$ cat src/rtl/stb_data_sync.sv
// stb_data_sync: synchronises an asynchronous strobe, detects the selected edge(s)
// and queues the data word present at each qualifying edge in a FWFT FIFO.
module stb_data_sync #(
    parameter int N      = 8,
    parameter int STAGES = 2,
    parameter int DEPTH  = 4,
    parameter int EDGE   = 0
) (
    input  logic                       clk,
    input  logic                       rst,
    input  logic                       ena,
    input  logic                       stb,
    input  logic [N-1:0]               data_in,
    output logic [N-1:0]               data_out,
    output logic                       valid,
    input  logic                       ready,
    output logic [$clog2(DEPTH+1)-1:0] count,
    output logic                       overflow
);
    localparam int PW = $clog2(DEPTH);
    localparam int CW = $clog2(DEPTH + 1);
    localparam int SW = $clog2(STAGES + 2);
    localparam logic [SW-1:0] SETTLE = SW'(STAGES + 1);
    localparam logic [CW-1:0] FULL   = CW'(DEPTH);

    logic [STAGES-1:0] sync_q;
    logic              s_d_q;
    logic [SW-1:0]     settle_q;
    logic [PW-1:0]     wr_ptr_q;
    logic [PW-1:0]     rd_ptr_q;
    logic [CW-1:0]     count_q;
    logic [CW-1:0]     count_d;
    logic              overflow_q;
    logic [N-1:0]      mem_q [DEPTH];

    logic s;
    logic rise;
    logic fall;
    logic ev;
    logic settled;
    logic full;
    logic push;
    logic pop;
    logic wr_en;

    assign s       = sync_q[STAGES-1];
    assign rise    = s & ~s_d_q;
    assign fall    = ~s & s_d_q;
    assign settled = (settle_q == '0);
    assign full    = (count_q == FULL);
    assign valid   = (count_q != '0);
    assign push    = ev & ena & settled;
    assign pop     = valid & ready;
    // A full FIFO still accepts a push when the head leaves in the same cycle.
    assign wr_en   = push & (~full | pop);

    always_comb begin
        case (EDGE)
            1:       ev = fall;
            2:       ev = rise | fall;
            default: ev = rise;
        endcase
    end

    always_comb begin
        count_d = count_q;
        if (wr_en && !pop) begin
            count_d = count_q + CW'(1);
        end else if (!wr_en && pop) begin
            count_d = count_q - CW'(1);
        end
    end

    always_ff @(posedge clk) begin
        if (rst) begin
            sync_q     <= '0;
            s_d_q      <= 1'b0;
            settle_q   <= SETTLE;
            wr_ptr_q   <= '0;
            rd_ptr_q   <= '0;
            count_q    <= '0;
            overflow_q <= 1'b0;
        end else begin
            sync_q  <= {sync_q[STAGES-2:0], stb};
            s_d_q   <= s;
            count_q <= count_d;
            if (!settled) begin
                settle_q <= settle_q - SW'(1);
            end
            if (wr_en) begin
                wr_ptr_q <= wr_ptr_q + PW'(1);
            end
            if (pop) begin
                rd_ptr_q <= rd_ptr_q + PW'(1);
            end
            if (push && full && !pop) begin
                overflow_q <= 1'b1;
            end
        end
    end

    // Storage is never reset; stale entries are hidden by the valid mask below.
    always_ff @(posedge clk) begin
        if (wr_en && !rst) begin
            mem_q[wr_ptr_q] <= data_in;
        end
    end

    assign data_out = valid ? mem_q[rd_ptr_q] : '0;
    assign count    = count_q;
    assign overflow = overflow_q;
endmodule

$ cat config.mk
export PLATFORM = sky130hd
export DESIGN_NAME = stb_data_sync
export DESIGN_NICKNAME = d
export VERILOG_FILES = /design/src/rtl/stb_data_sync.sv
export SDC_FILE = /design/constraint.sdc
export NUM_CORES = 1
export LEC_CHECK = 0
export CORE_MARGIN = 2
export CORE_UTILIZATION = 28
export CTS_BUF_LIST = sky130_fd_sc_hd__clkbuf_4
export CTS_CLUSTER_DIAMETER = 30
export DETAILED_ROUTE_END_ITERATION = 10
export MAX_ROUTING_LAYER = met4
export PLACE_DENSITY = 0.43
export SETUP_SLACK_MARGIN = 0.1
export SLEW_MARGIN = 10
export SYNTH_ARGS = -nofsm -noshare
export SYNTH_HDL_FRONTEND = slang
export SYNTH_SLANG_ARGS = --single-unit
$ cat constraint.sdc
create_clock -name clk -period 2.9 [get_ports clk]
set_input_delay 0.58 -clock clk [delete_from_list [all_inputs] [get_ports clk]]
set_output_delay 0.58 -clock clk [all_outputs]
set_load 0.05 [all_outputs]
==> metrics.cfg <==
[finish]
multi_input_area_um2 = 608
drive_gt1_share_pct = 20.9
layout_common_cells = edfxtp_1, clkdlybuf4s50_1, dfxtp_1, buf_4, nor2b_1
register_area_um2 = 1260
antenna_cells = 0
nNetsFinal = 172
fillers = 641
syn_to_final_growth_pct = 21.3
final_common_cell = edfxtp_1

[worst_setup_path]
cp_max_fo = 5
arrival_ns = 1.96
end_kind = primary output
critPathKind = register to primary output
start_kind = register
worst_ep_required_time_ns = 2.32

[clock_network]
cts_setup_buffers = 0
insertion_delay_ns = 0.37
cts_tree = built
cts_made_buffers = 5
holdBufCountCts = 0
ctsRootBufferMaster = clkbuf_4
clockBufferDepth = 2
h-tree-depth = 2
clkSinkCount = 47
cts_resized = 0
clk_pin_slew_ns = 0.14

[sta]
setup_tns_ns = 0
setup_violations = 0
report.final.slew_viol_count = 0
rsz0062_at_grt = no
relSlewSlack_pct = 66.0
hold_violations = 0
fin_skew_ns = 0.00784
max_freq_mhz = 394
fin_crit_sh_pct = 87.6
tightest_slew_ns = 0.508
hold_ws_ns = 0.468
min_period_ns = 2.54

[power_and_ir_drop]
combPwrFrac_pct = 39.0
intPower_mw = 1.21
switching_share_pct = 39.1
p_switching_mw = 0.775
leakage_nw = 0.817
powerDensity_nw_per_um2 = 852
seqPwrFrac_pct = 40.5
p_clk_share_pct = 20.5
peakVddDrop_uv = 227

[routing]
avgRoutedWirePerCell_um = 14.4
vias_per_cell = 4.49
vias = 1046
top_layer = met4
wl_mm = 3.36
wl_met2_mm = 1.65
met3_length_um = 119
firstDrtPassIters = 4
initialDrtViolationCount = 21
drc = 0
postRouteAntennaNets = 0
drt-met1-wl_mm = 1.52

[run_status]
status = complete, no violations

[placed_design]
hpwl_mm = 2.32
io_buffers = 25
place_congestion = 0.650

[yosys]
synth_seq_cells = 47
syn_area_per_cell_um2 = 15.7
async_flop_share_pct = 0
synthesis.nets = 142
yosysSeqAreaShare_pct = 65.7
synth_flop_cell = edfxtp_1
synth-edff-count = 32
syn_inst = 122
ys_types = 27
syn-cell-area_um2 = 1920
ys_warn_count = 0

[global_routing]
antenna_found_initial = 0
overflow = 0
grt_max_degree = 17
track_usage_pct = 9.93
grt_pass1_wl_mm = 5.30
grt_pass1_vias = 1051

[floorplanning]
io_pins = 26
die_h_um = 86.8
core-area_um2 = 6720
die_area_um2 = 7530
start_util_pct = 28.6
die_x_um = 86.8
num_rows = 30

[hold_path]
hold_class = register to register

[job]
cap_violations = 0

## cells by family (layout without fill, tap and decap cells)
family | Yosys count | count (layout) | synth area share, %
adder cells (fa/ha/maj) | 7 | 7 | 4.95
buffers and inverters | 11 | 42 | 2.61
XOR/XNOR | 4 | 4 | 1.83
AND/OR/NAND/NOR | 35 | 35 | 11.5
flip-flops | 47 | 47 | 65.7
multiplexers | 12 | 12 | 11.7
AO/OA/AOI/OAI | 6 | 6 | 1.69
## per-stage QoR
stage          instance area [um^2]  util, %  worst slack, ns  power (mW)  cells
6_report                       2330     34.6            0.361        1.98    233
2_1_floorplan                  1920        -            0.540        1.36    122
3_3_place_gp                   2240     33.4            0.191        1.60    225
4_1_cts                        2330     34.6            0.287        2.01    233
3_5_place_dp                   2240     33.4            0.135        1.61    225
5_1_grt                        2330     34.6            0.214        2.07    233
## critical path, cell delays in order (launching register included)
cell	delay, ns
dfxtp_1	0.55
buf_4	0.23
mux4_2	0.49
nor2b_1	0.14
buf_4	0.19
## registers in the layout, summed over array words and instances (netlist names), named ones only
register  count
mem_q        32
s_d_q         1
wr_ptr_q      2
count         3
overflow      1
rd_ptr_q      2
settle_q      2
sync_q        2
## worst paths after layout
check | start | to | slack, ns | depth (start not counted)
setup / recovery | register | data_out[1] | 0.36 | 4
setup reg to reg | settle_q[1] | count[2] | 0.60 | 10
hold reg to reg | sync_q[0] | sync_q[1] | 0.47 | 1
hold / removal | sync_q[0] | sync_q[1] | 0.47 | 1
## synth_stat cells, drive strengths merged (3+ instances only)
cell	number	area (um^2)
nor2	8	32.5
xor2	4	35.0
clkbuf	3	11.3
inv	6	22.5
mux4	8	180
edfxtp	32	961
a21oi	3	15.0
and2	4	25.0
dfxtp	15	300
mux2i	3	30.0
nand2b	3	18.8
nor2b	11	68.8
ha	6	75.1
## power groups by stage
stage                     Combinational (mW)  Clock [mW]  Sequential [mW]
final                                  0.774       0.406            0.803
after floorplan                        0.502           0            0.858
after detailed placement               0.787           0            0.821
after CTS                              0.787       0.421            0.806
after global placement                 0.782           0            0.817
after global routing                   0.821       0.443            0.810
## area by class of cell
cell class,instances,area share [%]
inverter,6,0.968
multi-input combinational,64,26.1
timing repair buffer,28,10.8
sequential,47,54.2
tap,80,4.30
clock buffer,5,1.61
clock inverter,3,2.04
## metal layers
metal	global-route usage (%)	vias to the layer above
li1	-	501
met1	12.0	519
met5	-	-
met4	3.84	0
met3	3.14	6
met2	15.5	20
(Power assumes the default switching activity.)
